<file path="src/rtl/prim_secded_pkg.sv">
// Shared constants for the 39/32 Hsiao SECDED code: geometry, parity masks,
// error-flag bit positions and a helper returning a data bit's H-matrix column.
package prim_secded_pkg;

    localparam int unsigned SECDED_39_32_DATA_W  = 32;
    localparam int unsigned SECDED_39_32_CHECK_W = 7;
    localparam int unsigned SECDED_39_32_CODE_W  = 39;
    localparam int unsigned SECDED_ERR_W         = 2;
    localparam int unsigned SECDED_CNT_W         = 16;

    localparam int unsigned SECDED_ERR_SINGLE = 0;
    localparam int unsigned SECDED_ERR_DOUBLE = 1;

    localparam logic [SECDED_39_32_DATA_W-1:0] SECDED_39_32_M0 = 32'h318DC18C;
    localparam logic [SECDED_39_32_DATA_W-1:0] SECDED_39_32_M1 = 32'hEA2AB148;
    localparam logic [SECDED_39_32_DATA_W-1:0] SECDED_39_32_M2 = 32'h8CC1B6A1;
    localparam logic [SECDED_39_32_DATA_W-1:0] SECDED_39_32_M3 = 32'h72C05A53;
    localparam logic [SECDED_39_32_DATA_W-1:0] SECDED_39_32_M4 = 32'h4D12083D;
    localparam logic [SECDED_39_32_DATA_W-1:0] SECDED_39_32_M5 = 32'h047D6456;
    localparam logic [SECDED_39_32_DATA_W-1:0] SECDED_39_32_M6 = 32'h93360FA2;

    // Index k selects the mask feeding syndrome bit k.
    localparam logic [SECDED_39_32_CHECK_W-1:0][SECDED_39_32_DATA_W-1:0] SECDED_39_32_MASKS = {
        SECDED_39_32_M6, SECDED_39_32_M5, SECDED_39_32_M4, SECDED_39_32_M3,
        SECDED_39_32_M2, SECDED_39_32_M1, SECDED_39_32_M0
    };

    function automatic logic [SECDED_39_32_CHECK_W-1:0] secded_39_32_column(input logic [4:0] bit_idx);
        logic [SECDED_39_32_CHECK_W-1:0] col;
        col = '0;
        for (int unsigned k = 0; k < SECDED_39_32_CHECK_W; k++) begin
            col[k] = SECDED_39_32_MASKS[k][bit_idx];
        end
        return col;
    endfunction

endpackage

</file>
<file path="src/rtl/prim_secded_39_32_syndrome.sv">
// Combinational 39/32 syndrome generator; shared by the read-path decoder and
// the scrubber.
module prim_secded_39_32_syndrome
    import prim_secded_pkg::*;
(
    input  logic [SECDED_39_32_CODE_W-1:0]  codeword,
    output logic [SECDED_39_32_CHECK_W-1:0] syndrome_c
);

    always_comb begin
        syndrome_c = '0;
        for (int unsigned k = 0; k < SECDED_39_32_CHECK_W; k++) begin
            syndrome_c[k] = codeword[SECDED_39_32_DATA_W + k]
                          ^ (^(codeword[SECDED_39_32_DATA_W-1:0] & SECDED_39_32_MASKS[k]));
        end
    end

endmodule

</file>
<file path="src/rtl/prim_secded_39_32_dec_pipe.sv">
// Two-stage pipelined 39/32 SECDED decoder with valid/ready flow control,
// saturating error counters and a sticky capture of the first double error.
module prim_secded_39_32_dec_pipe
    import prim_secded_pkg::*;
(
    input  logic                            clk_i,
    input  logic                            rst_i,
    input  logic                            in_valid_i,
    output logic                            in_ready_o,
    input  logic [SECDED_39_32_CODE_W-1:0]  in_data_i,
    output logic                            out_valid_o,
    input  logic                            out_ready_i,
    output logic [SECDED_39_32_DATA_W-1:0]  out_data_o,
    output logic [SECDED_39_32_CHECK_W-1:0] out_syndrome_o,
    output logic [SECDED_ERR_W-1:0]         out_err_o,
    input  logic                            clr_i,
    output logic [SECDED_CNT_W-1:0]         cnt_single_o,
    output logic [SECDED_CNT_W-1:0]         cnt_double_o,
    output logic                            cap_valid_o,
    output logic [SECDED_39_32_CHECK_W-1:0] cap_syndrome_o
);

    logic                            s1_valid;
    logic [SECDED_39_32_CODE_W-1:0]  s1_code;
    logic [SECDED_39_32_CHECK_W-1:0] s1_syn;

    logic [SECDED_39_32_CHECK_W-1:0] in_syn_c;
    logic                            s2_adv_c;
    logic                            s1_adv_c;
    logic                            out_hs_c;
    logic [SECDED_39_32_DATA_W-1:0]  corr_data_c;
    logic [SECDED_ERR_W-1:0]         corr_err_c;

    prim_secded_39_32_syndrome u_syndrome (
        .codeword   (in_data_i),
        .syndrome_c (in_syn_c)
    );

    // A stage may load when it is empty or its contents move on this cycle.
    assign s2_adv_c   = ~out_valid_o | out_ready_i;
    assign s1_adv_c   = ~s1_valid | s2_adv_c;
    assign in_ready_o = s1_adv_c & ~rst_i;
    assign out_hs_c   = out_valid_o & out_ready_i;

    // Odd-weight syndromes are single errors; only a matching data column is flipped.
    always_comb begin
        corr_data_c = s1_code[SECDED_39_32_DATA_W-1:0];
        corr_err_c  = '0;
        if (s1_syn != '0) begin
            if (^s1_syn) begin
                corr_err_c[SECDED_ERR_SINGLE] = 1'b1;
                for (int unsigned i = 0; i < SECDED_39_32_DATA_W; i++) begin
                    if (secded_39_32_column(5'(i)) == s1_syn) begin
                        corr_data_c[i] = ~corr_data_c[i];
                    end
                end
            end else begin
                corr_err_c[SECDED_ERR_DOUBLE] = 1'b1;
            end
        end
    end

    always_ff @(posedge clk_i) begin
        if (rst_i) begin
            s1_valid <= 1'b0;
            s1_code  <= '0;
            s1_syn   <= '0;
        end else if (s1_adv_c) begin
            s1_valid <= in_valid_i;
            if (in_valid_i) begin
                s1_code <= in_data_i;
                s1_syn  <= in_syn_c;
            end
        end
    end

    // Output stage holds its word untouched while the consumer stalls.
    always_ff @(posedge clk_i) begin
        if (rst_i) begin
            out_valid_o    <= 1'b0;
            out_data_o     <= '0;
            out_syndrome_o <= '0;
            out_err_o      <= '0;
        end else if (s2_adv_c) begin
            out_valid_o <= s1_valid;
            if (s1_valid) begin
                out_data_o     <= corr_data_c;
                out_syndrome_o <= s1_syn;
                out_err_o      <= corr_err_c;
            end
        end
    end

    // Statistics advance only on a completed handoff; a clear overrides it.
    always_ff @(posedge clk_i) begin
        if (rst_i || clr_i) begin
            cnt_single_o   <= '0;
            cnt_double_o   <= '0;
            cap_valid_o    <= 1'b0;
            cap_syndrome_o <= '0;
        end else if (out_hs_c) begin
            if (out_err_o[SECDED_ERR_SINGLE] && (cnt_single_o != '1)) begin
                cnt_single_o <= cnt_single_o + SECDED_CNT_W'(1);
            end
            if (out_err_o[SECDED_ERR_DOUBLE]) begin
                if (cnt_double_o != '1) begin
                    cnt_double_o <= cnt_double_o + SECDED_CNT_W'(1);
                end
                if (!cap_valid_o) begin
                    cap_valid_o    <= 1'b1;
                    cap_syndrome_o <= out_syndrome_o;
                end
            end
        end
    end

endmodule

</file>
<file path="config.mk">
export PLATFORM = sky130hd
export DESIGN_NAME = prim_secded_39_32_dec_pipe
export DESIGN_NICKNAME = d
export VERILOG_FILES = /design/src/rtl/prim_secded_pkg.sv /design/src/rtl/prim_secded_39_32_syndrome.sv /design/src/rtl/prim_secded_39_32_dec_pipe.sv
export SDC_FILE = /design/constraint.sdc
export NUM_CORES = 1
export LEC_CHECK = 0
export ABC_CLOCK_PERIOD_IN_PS = 2150
export BUFFER_PORTS_ARGS = -buffer_cell sky130_fd_sc_hd__buf_2
export CAP_MARGIN = 20
export CORE_MARGIN = 2
export CORE_UTILIZATION = 50
export CTS_CLUSTER_DIAMETER = 100
export DETAILED_ROUTE_END_ITERATION = 16
export PLACE_DENSITY = 0.84
export SKIP_LAST_GASP = 1
export SLEW_MARGIN = 20
export SYNTH_ARGS = -nofsm -noshare
export SYNTH_HDL_FRONTEND = slang
export SYNTH_SLANG_ARGS = --single-unit
</file>
<file path="constraint.sdc">
create_clock -name clk_i -period 2.15 [get_ports clk_i]
set_clock_uncertainty 0.15 [all_clocks]
set_input_delay 0.215 -clock clk_i [delete_from_list [all_inputs] [get_ports clk_i]]
set_output_delay 0.215 -clock clk_i [all_outputs]
set_load 0.02 [all_outputs]
</file>
==> reports/results.ini, run 1 <==
[sta]
hold_violations=0
setup_ws_ns=-0.124
fin_hold_ws_ns=0.0799
tightest_slew_ns=0.763
setup_violations=18
post-route-period-util_pct=106
timing.fmax_mhz=440
min_period_ns=2.27
drv_slew=0
relSlewSlack_pct=49.1
rsz0062_at_grt=yes
setup_tns_ns=-0.613

[global_routing]
grt_pass1_wl_microns=28400
grt_antenna_before_repair=0
grt_overflow=0
grt_pass1_vias=5738
grt_start_max_net_pins=86
grt_use_total_pct=27.6

[logic_synthesis]
syn_nets=783
synth_top_area_share_pct=39.0
yosys-top-cells-area=dfxtp_1 39%, xnor2_1 9.1%, nand2_1 7.2%
synth_edf_count=0
yosysWarnings=0
synth_area_leader_cell=dfxtp_1
yosysMostFrequentCell=dfxtp_1
ys_types=43
async_reset_ff_share_pct=0
synthTopCellsByCount=122 x dfxtp_1, 121 x nand2_1, 72 x nor2_1
ys_seq_area_share_pct=39.0
postSynthAreaPerCell_sq_um=8.68
ys.flop_type=dfxtp_1
mappedNetlistArea_sq_um=6270
synth_cells=722
synth-seq-cells=122

[cts]
cts_root_buf=clkbuf_16
clk_pin_slew_worst_paths_ns=0.06
cts_made_buffers=17
cts_buffer_depth=2
htreeDepth=4
cts_tree=yes
clk_latency_ns=0.44
cts.sinks=122

[routing]
ant_nets=0
via_per_inst=5.65
drt_pre_antenna_iters=5
wl_per_cell_microns=17.6
wl_microns=18900
vias=6079
drtIter0Drc=566
drc_errors=0

[layout]
stdcell_count=1075
num_antenna_cells=0
syn2layout_area_growth_pct=32.2
drive_gt1_share_pct=24.9
final_nets=955

[place]
place.gp.congestion=0.937
port_buffers=126
pre_cts_slack_ns=-0.0692
hpwl_microns=11900
placed_cells=1007

[worst_setup_path]
end_kind=flip-flop
rr_worst_depth=6
critPathMaxStageDelay_ns=0.49
path_class=reg -> reg
r2r_slack_ns=-0.12
reg2reg_from=s1_syn[3]
path_buf_inv=1
required_ns=2.33
r2r-end=out_data_o[14]
critPathMaxFanout=5
start_kind=flip-flop
crit_path_top_delay_cell=xnor3_2
path_cells=inv_2 > ha_4 > xnor3_2 > nand4bb_4 > or3_1 > a311oi_1
arrival_ns=2.46
cp_top_family=simple AND/OR/NAND/NOR gates

[floorplanning]
start_util_pct=51.7
die-area_sq_um=13400
row_count=40
die_h_microns=116
core_area_sq_um=12100
die_x_microns=116
ios=127

[run_status]
violations=negative setup slack
status=finished, violations left

[pwr]
leakage_nw=3.36
p_total_mw=7.92
ir_drop_v=0.000700
power.density_nw_per_um2=956

[hold_path]
hold_path_depth=3
min_to=out_valid_o
min_from=out_ready_i
min_path_type=in -> reg

[flow_run]
timing.max_cap.violations=0

[kinds of logic after synthesis]
family | count (synthesis) | synth area share, %
flip-flops | 122 | 39.0
multiplexers | 3 | 0.479
XOR/XNOR | 114 | 19.0
adder cells (fa/ha/maj) | 17 | 3.39
buffers and inverters | 48 | 3.13
AND/OR/NAND/NOR | 308 | 24.3
AO/OA/AOI/OAI | 110 | 10.7
[flip-flops by register name, indices dropped and copies added (netlist names)]
register,cells
out_data_o,32
s1_code,32
cnt_double_o,16
cnt_single_o,16
cap_syndrome_o,7
out_syndrome_o,7
s1_syn,7
out_err_o,2
cap_valid_o,1
out_valid_o,1
s1_valid,1
[worst reg2reg max path, stage by stage (launching register included)]
cell,delay (ns)
dfxtp_2,0.34
inv_2,0.06
ha_4,0.25
xnor3_2,0.49
nand4bb_4,0.26
or3_1,0.33
a311oi_1,0.29
[routing by layer]
metal	wire length [microns]	vias up	track usage, %	part of all wire (%)
met5	0	-	0	0
met4	927	0	16.7	4.9
met3	1470	97	7.11	7.8
met2	8990	329	44.8	48
met1	7500	2810	33.0	40
li1	-	2843	-	-
[stage by stage]
stage	cell area, sq um	utilization [%]
detailed placement	7190	59.4
finish	8290	68.4
floorplan	6270	-
CTS	8200	67.7
global route	8290	68.4
global placement	7190	59.4
[cell usage in the layout (no fill, tap or decap), drive strengths merged, types with 4 or more instances in the layout]
cell type / count
xor2: 35
a311oi: 5
and3: 8
nor3b: 4
or3: 5
a21oi: 59
nor3: 16
ha: 17
nor4: 9
nand4: 34
dlygate4sd3: 33
dfxtp: 122
inv: 11
clkbuf: 18
and2: 10
buf: 156
xnor3: 14
nand3: 16
clkinvlp: 4
o21ai: 7
a211oi: 31
xnor2: 65
nor2: 74
clkinv: 7
nand2: 121
[worst max-delay path by stage]
stage                           to  depth (start not counted)  slack [ns]       from
finish              out_data_o[14]                          6       -0.12  s1_syn[3]
global route        out_data_o[14]                          6       -0.17  s1_syn[2]
CTS                 out_data_o[15]                          7       -0.02  s1_syn[1]
detailed placement   out_data_o[4]                          8       -0.07  s1_syn[3]
global placement     out_data_o[0]                          8      -0.007  s1_syn[2]
floorplan           out_data_o[10]                          8     0.00008  s1_syn[0]
[repair_timing]
action,CTS,global route
hold buffers,33,0
buffers inserted,1,1
gates cloned,1,0
pin swaps,14,18
hold endpoints to repair,33,0
resized for setup,11,14
endpoints found under the setup margin,28,28
[power by group]
part | leakage, nW | switching [mW] | internal (mW)
combinational | 2.07 | 1.36 | 1.10
clock | 0.288 | 1.10 | 1.85
sequential | 0.999 | 0.119 | 2.40
[layout make-up]
| type | instances | area (sq um) |
|---|---|---|
| clock buffer | 18 | 439 |
| fill | 946 | 3830 |
| tap | 168 | 210 |
| sequential | 122 | 2450 |
| clock inverter | 14 | 174 |
| timing repair buffer | 189 | 1220 |
| multi-input combinational | 553 | 3750 |
| inverter | 11 | 41.3 |
(Power assumes the default switching activity.)
==> run 2: changes to the inputs <==
SYNTH_HIERARCHICAL = 1   (was not set)
==> reports/results.ini, run 2 <==
[logic_synthesis]
synth_xor_area_share_pct=16.1  ; -2.9 points
yosysWarnings=6  ; +6
synthTopCellsByCount=143 x nand2_1, 122 x dfxtp_1, 92 x xnor2_1
synth_top_family_by_area=simple AND/OR/NAND/NOR gates
mappedNetlistArea_sq_um=6300  ; +0.60%
yosys-top-cells-area=dfxtp_1 39%, xnor2_1 13%, nand2_1 8.5%
synth_fa_ha_area_share_pct=3.18  ; -0.22 points
ys.flop_type=dfxtp_1
synth-seq-cells=122  ; unchanged
ys_types=46  ; +7.0%
yosysMostFrequentCell=nand2_1
syn_nets=821  ; +4.9%
synth-simple-area-share_pct=23.7  ; -0.54 points
synth_mux_area_share_pct=0.318  ; -0.16 points
synth_top_area_share_pct=38.7  ; -0.23 points
synth_area_leader_cell=dfxtp_1
synth_edf_count=0  ; unchanged
synth_cells=761  ; +5.4%
postSynthAreaPerCell_sq_um=8.28  ; -4.6%
async_reset_ff_share_pct=0  ; unchanged
ys_seq_area_share_pct=38.7  ; -0.23 points
synth_compound_area_share_pct=14.7  ; +3.9 points

[pwr]
combPwrFrac_pct=35.2  ; +4.2 points
power.switching_mw=2.72  ; +5.4%
p_clk_share_pct=33.6  ; -3.6 points
pwr-share-seq_pct=31.2  ; -0.6 points
p_int_mw=5.31  ; -0.72%
p_sw_share_pct=33.9  ; +1.3 points
power.density_nw_per_um2=947  ; -1.0%
leakage_nw=3.22  ; -4.0%
ir_drop_v=0.000577  ; -18%

[worst_setup_path]
critPathMaxStageDelay_ns=0.49  ; about the same
crit_path_top_delay_cell=xnor3_2
reg2reg_from=s1_syn[5]
cp_top_family=XOR/XNOR gates
path_cells=inv_2 > ha_4 > xnor3_2 > buf_12 > nor4_1 > xnor2_1 > a211oi_1
path_buf_inv=2  ; +1
startpoint=s1_syn[5]
start_kind=flip-flop
end_kind=flip-flop
arrival_ns=2.46  ; about the same
r2r-end=out_data_o[22]
path_class=reg -> reg
r2r_slack_ns=-0.13  ; about the same
required_ns=2.33  ; about the same
crit_end=out_data_o[22]
critPathMaxFanout=10  ; +5
rr_worst_depth=7  ; +1
cp.depth=7  ; +1

[sta]
min_period_ns=2.28  ; +0.00373 ns
hold_violations=0  ; unchanged
drv_slew=0  ; unchanged
post-route-period-util_pct=106  ; +0.17 points
timing.fmax_mhz=439  ; -0.16%
setup_violations=19  ; +1
setup_ws_ns=-0.128  ; -0.00373 ns
relSlewSlack_pct=65.2  ; +16 points
rsz0062_at_grt=yes
tightest_slew_ns=0.522  ; -0.241 ns

[cts]
clk_pin_slew_worst_paths_ns=0.05  ; about the same
cts.sinks=122  ; unchanged
cts_root_buf=clkbuf_16
htreeDepth=4  ; unchanged
cts_buffer_depth=2  ; unchanged
clk_latency_ns=0.42  ; -0.02 ns
cts_tree=yes
cts_made_buffers=17  ; unchanged

[floorplanning]
start_util_pct=50.6  ; -1.2 points
core_area_sq_um=12500  ; +2.9%
ios=127  ; unchanged
die_x_microns=116  ; +0.29%
die_h_microns=116  ; +0.29%
die-area_sq_um=13500  ; +0.58%
row_count=41  ; +2.5%

[routing]
vias=6446  ; +6.0%
wl_per_cell_microns=17.3  ; -1.3%
ant_nets=0  ; unchanged
wl_microns=19500  ; +3.1%
drtIter0Drc=653  ; +15%
via_per_inst=5.74  ; +1.5%
drt_pre_antenna_iters=5  ; unchanged
drc_errors=0  ; unchanged

[place]
port_buffers=126  ; unchanged
placed_cells=1054  ; +4.7%
hpwl_microns=12400  ; +4.1%
place.gp.congestion=0.909  ; -2.9%

[layout]
drive_gt1_share_pct=26.0  ; +1.1 points
layout_commonest_cell=nand2_1
syn2layout_area_growth_pct=34.5
num_antenna_cells=0  ; unchanged
stdcell_count=1123  ; +4.5%
reg.largest.list=out_data_o (32), s1_code (32)
layout_common_cells=143 x nand2_1, 126 x buf_2, 119 x dfxtp_1
nFillCells=922  ; -2.5%
final_nets=999  ; +4.6%
fin_util_pct=68.0  ; -0.41 points

[global_routing]
grt_start_max_net_pins=52  ; -40%
grt_pass1_vias=6042  ; +5.3%
grt_pass1_wl_microns=28900  ; +1.6%
grt_overflow=0  ; unchanged
grt_use_total_pct=27.4  ; -0.28 points
grt_antenna_before_repair=0  ; unchanged

[run_status]
violations=negative setup slack
status=finished, violations left

[hold_path]
min_path_type=in -> reg

[flow_run]
timing.max_cap.violations=0  ; unchanged

==> run 2: per-layer routing <==
layer	global-route usage, %	vias up	part of all wire [%]
li1	-	3033	-
met4	13.1	0	4.2
met2	46.0	346	49
met1	32.9	2989	40
met5	0	-	0
met3	6.64	78	7.4
==> run 2: worst min-delay path, cell delays in order <==
cell     delay (ns)
buf_2          0.15
nand3_4        0.14
o31ai_1        0.09
==> run 2: area by class of cell <==
type	count	area [sq um]	share of cell area, %
clock buffers	23	498	5.87
clock inverters	8	67.6	0.797
inverters	7	26.3	0.310
multi-input cells	589	3880	45.8
flip-flops and latches	122	2450	28.9
well taps	172	215	2.54
repair buffers	202	1350	15.9
==> run 2: worst min-delay path by stage <==
stage	startpoint	end	slack [ns]	cells past startpoint
floorplan	in_valid_i	s1_valid	0.19	2
global placement	cap_syndrome_o[0]	cap_syndrome_o[0]	0.29	2
detailed placement	cap_syndrome_o[4]	cap_syndrome_o[4]	0.29	2
CTS	out_ready_i	cnt_double_o[1]	0.06	3
global route	out_ready_i	cnt_double_o[1]	0.09	3
finish	out_ready_i	cnt_double_o[1]	0.08	3
==> run 2: metrics by stage <==
stage          instance area (sq um)  power [mW]  setup slack (ns)  hold slack (ns)  TNS [ns]
4_1_cts                         8300        7.43           -0.0458           0.0597    -0.355
6_report                        8480        8.02            -0.128           0.0828     -1.34
5_1_grt                         8480        8.29            -0.229           0.0869     -3.00
3_3_place_gp                    7300        4.53            0.0245            0.288         0
3_5_place_dp                    7300        4.57            -0.132            0.293    -0.737
2_1_floorplan                   6310        3.88           0.00363            0.186         0
==> run 2: kinds of logic (layout without fill, tap and decap cells) <==
| logic type | after synthesis | count (layout) |
|---|---|---|
| flops | 122 | 122 |
| compound gates | 148 | 148 |
| xor+xnor | 108 | 108 |
| fa+ha+maj | 16 | 16 |
| mux | 2 | 2 |
| buf+inv | 50 | 240 |
| simple gates | 315 | 315 |
==> run 2: what timing repair did <==
item,4_1_cts,5_1_grt
gates cloned,0,2
setup endpoints to repair,21,34
pin swaps,2,4
resized for setup,15,23
hold endpoints to repair,35,0
hold buffers,34,0
setup buffers,0,2
==> run 2: power groups by stage <==
stage / Clock (mW) / Sequential [mW] / Combinational (mW)
CTS: 2.72 / 2.49 / 2.22
finish: 2.70 / 2.50 / 2.82
global route: 2.83 / 2.51 / 2.95
detailed placement: 0 / 2.53 / 2.03
global placement: 0 / 2.53 / 2.00
floorplan: 0 / 2.59 / 1.29
==> run 3: changes to the inputs <==
ABC_CLOCK_PERIOD_IN_PS = 2800   (was 2150)
CORE_UTILIZATION = 55   (was 50)
PLACE_DENSITY = 0.87   (was 0.84)
clock period = 2.8 ns   (was 2.15 ns; I/O delays follow)
==> reports/results.ini, run 3 (synthesis gave the netlist of run 2 again) <==
[run_status]
status=complete, no violations

[layout]
num_antenna_cells=0  ; unchanged
layout_commonest_cell=nand2_1
final_nets=950  ; -4.9%
reg.largest.list=out_data_o (32), s1_code (32)
layout_common_cells=143 x nand2_1, 126 x buf_2, 122 x dfxtp_1
fin_util_pct=69.1  ; +1.1 points
drive_gt1_share_pct=20.4  ; -5.6 points
syn2layout_area_growth_pct=24.1
nFillCells=896  ; -2.8%

[cts]
htreeDepth=4  ; unchanged
cts_setup_buffers=0  ; unchanged
cts_buffer_depth=2  ; unchanged
clk_pin_slew_worst_paths_ns=0.06  ; about the same
cts_tree=yes
clk_latency_ns=0.42  ; about the same
cts_made_buffers=17  ; unchanged
cts.sinks=122  ; unchanged
cts_root_buf=clkbuf_16

[hold_path]
min_path_type=in -> reg
min_to=s1_code[7]
min_from=in_data_i[7]
hold_path_depth=3  ; unchanged

[pwr]
power.density_nw_per_um2=718  ; -24%
ir_drop_v=0.000387  ; -33%
leakage_nw=2.96  ; -8.3%

[worst_setup_path]
path_class=reg -> reg
start_kind=flip-flop
critPathMaxFanout=20  ; +10
path_buf_inv=1  ; -1
r2r-end=out_data_o[3]
end_kind=flip-flop
required_ns=2.97  ; +0.64 ns
crit_path_top_delay_cell=xnor3_2
rr_worst_depth=6  ; -1
path_cells=inv_1 > ha_1 > xnor3_2 > nor4_1 > xnor2_1 > a211oi_1
arrival_ns=2.84  ; +0.38 ns
r2r_slack_ns=0.13  ; +0.26 ns
reg2reg_from=s1_syn[0]
cp_top_family=XOR/XNOR gates
critPathMaxStageDelay_ns=0.58  ; +0.09 ns

[sta]
hold_violations=0  ; unchanged
min_period_ns=2.67  ; +0.388 ns
relSlewSlack_pct=57.7  ; -7.5 points
tightest_slew_ns=0.634  ; +0.111 ns
setup_violations=0  ; -19
drv_slew=0  ; unchanged
timing.fmax_mhz=375  ; -15%
setup_tns_ns=0  ; +1.34 ns
rsz0062_at_grt=no
post-route-period-util_pct=95.2  ; -11 points

[place]
hpwl_microns=12100  ; -2.7%
port_buffers=126  ; unchanged
place.gp.congestion=0.898  ; -1.3%

[routing]
via_per_inst=5.88  ; +2.4%
wl_microns=17600  ; -9.5%
drc_errors=0  ; unchanged
drtIter0Drc=831  ; +27%
vias=6147  ; -4.6%
ant_nets=0  ; unchanged
drt_pre_antenna_iters=6  ; +1
wl_per_cell_microns=16.8  ; -2.9%

[floorplanning]
row_count=39  ; -4.9%
die_h_microns=111  ; -4.5%
die_x_microns=111  ; -4.5%
ios=127  ; unchanged
core_area_sq_um=11300  ; -9.2%
start_util_pct=55.7  ; +5.1 points
die-area_sq_um=12300  ; -8.8%

[global_routing]
grt_antenna_before_repair=0  ; unchanged
grt_start_max_net_pins=60  ; +15%
grt_pass1_vias=5634  ; -6.8%
grt_pass1_wl_microns=28500  ; -1.3%
grt_overflow=0  ; unchanged
grt_use_total_pct=28.5  ; +1.2 points

[flow_run]
timing.max_cap.violations=0  ; unchanged

run 3: cell count changes in the layout (fill, tap and decap cells not counted), moves of 4 or more:
| cell | change |
|---|---|
| buf_4 | -28 |
| dlygate4sd3_1 | -17 |
| nor4_1 | +16 |
| nor4_2 | -12 |
| clkinv_2 | -5 |
| clkinvlp_4 | +4 |
| nor3_1 | +4 |
| nor3_2 | -4 |
| nor4_4 | -4 |
run 3: per-stage QoR:
stage	instances	hold slack [ns]	setup WS (ns)	area [sq um]	total power [mW]
6_report	1046	0.00459	0.134	7820	5.62
5_1_grt	1046	0.00881	0.00929	7820	5.84
4_1_cts	1046	0.000485	0.0364	7820	5.59
3_5_place_dp	997	0.296	0.227	7030	3.30
3_3_place_gp	997	0.288	0.350	7030	3.27
2_1_floorplan	761	0.251	0.590	6300	2.97
run 3: where the power goes:
group / leakage [nW] / internal [mW] / total, mW / switching (mW)
clock network: 0.288 / 1.45 / 2.27 / 0.823
logic: 1.67 / 0.504 / 1.41 / 0.901
registers: 0.996 / 1.83 / 1.94 / 0.104
total: 2.96 / 3.79 / 5.62 / 1.83
run 3: worst max path at each step:
stage / from / endpoint / slack, ns / depth (start not counted)
6_report: s1_syn[0] / out_data_o[3] / 0.13 / 6
5_1_grt: s1_syn[0] / out_data_o[3] / 0.009 / 6
4_1_cts: s1_syn[0] / out_data_o[3] / 0.04 / 6
3_5_place_dp: s1_syn[0] / out_data_o[6] / 0.23 / 6
3_3_place_gp: s1_syn[0] / out_data_o[16] / 0.35 / 6
2_1_floorplan: s1_syn[0] / out_data_o[10] / 0.59 / 7
run 3: final cells by class:
cell class,count,area [sq um],share of cell area [%]
clock buffer,19,453,5.79
clock inverter,13,168,2.14
inverter,7,26.3,0.336
multi-input combinational,589,3670,46.9
sequential,122,2440,31.2
tap,143,179,2.29
timing repair buffer,153,888,11.4
run 3: worst reg2reg max path: stages (launching register included):
cell and delay (ns):
dfxtp_1 0.42, inv_1 0.13, ha_1 0.36, xnor3_2 0.58, nor4_1 0.49, xnor2_1 0.16, a211oi_1 0.29
run 3: layer usage:
metal | part of all wire, % | track usage, %
met1 | 42 | 37.4
met3 | 7.3 | 6.12
met4 | 2.1 | 8.89
met5 | 0 | 0
met2 | 48 | 47.4
run 3: repair_timing:
| action | in CTS | in global routing |
|---|---|---|
| resized for setup | 0 | 1 |
| hold buffers | 17 | 0 |
| endpoints found under the setup margin | 0 | 7 |
| hold endpoints to repair | 17 | 0 |
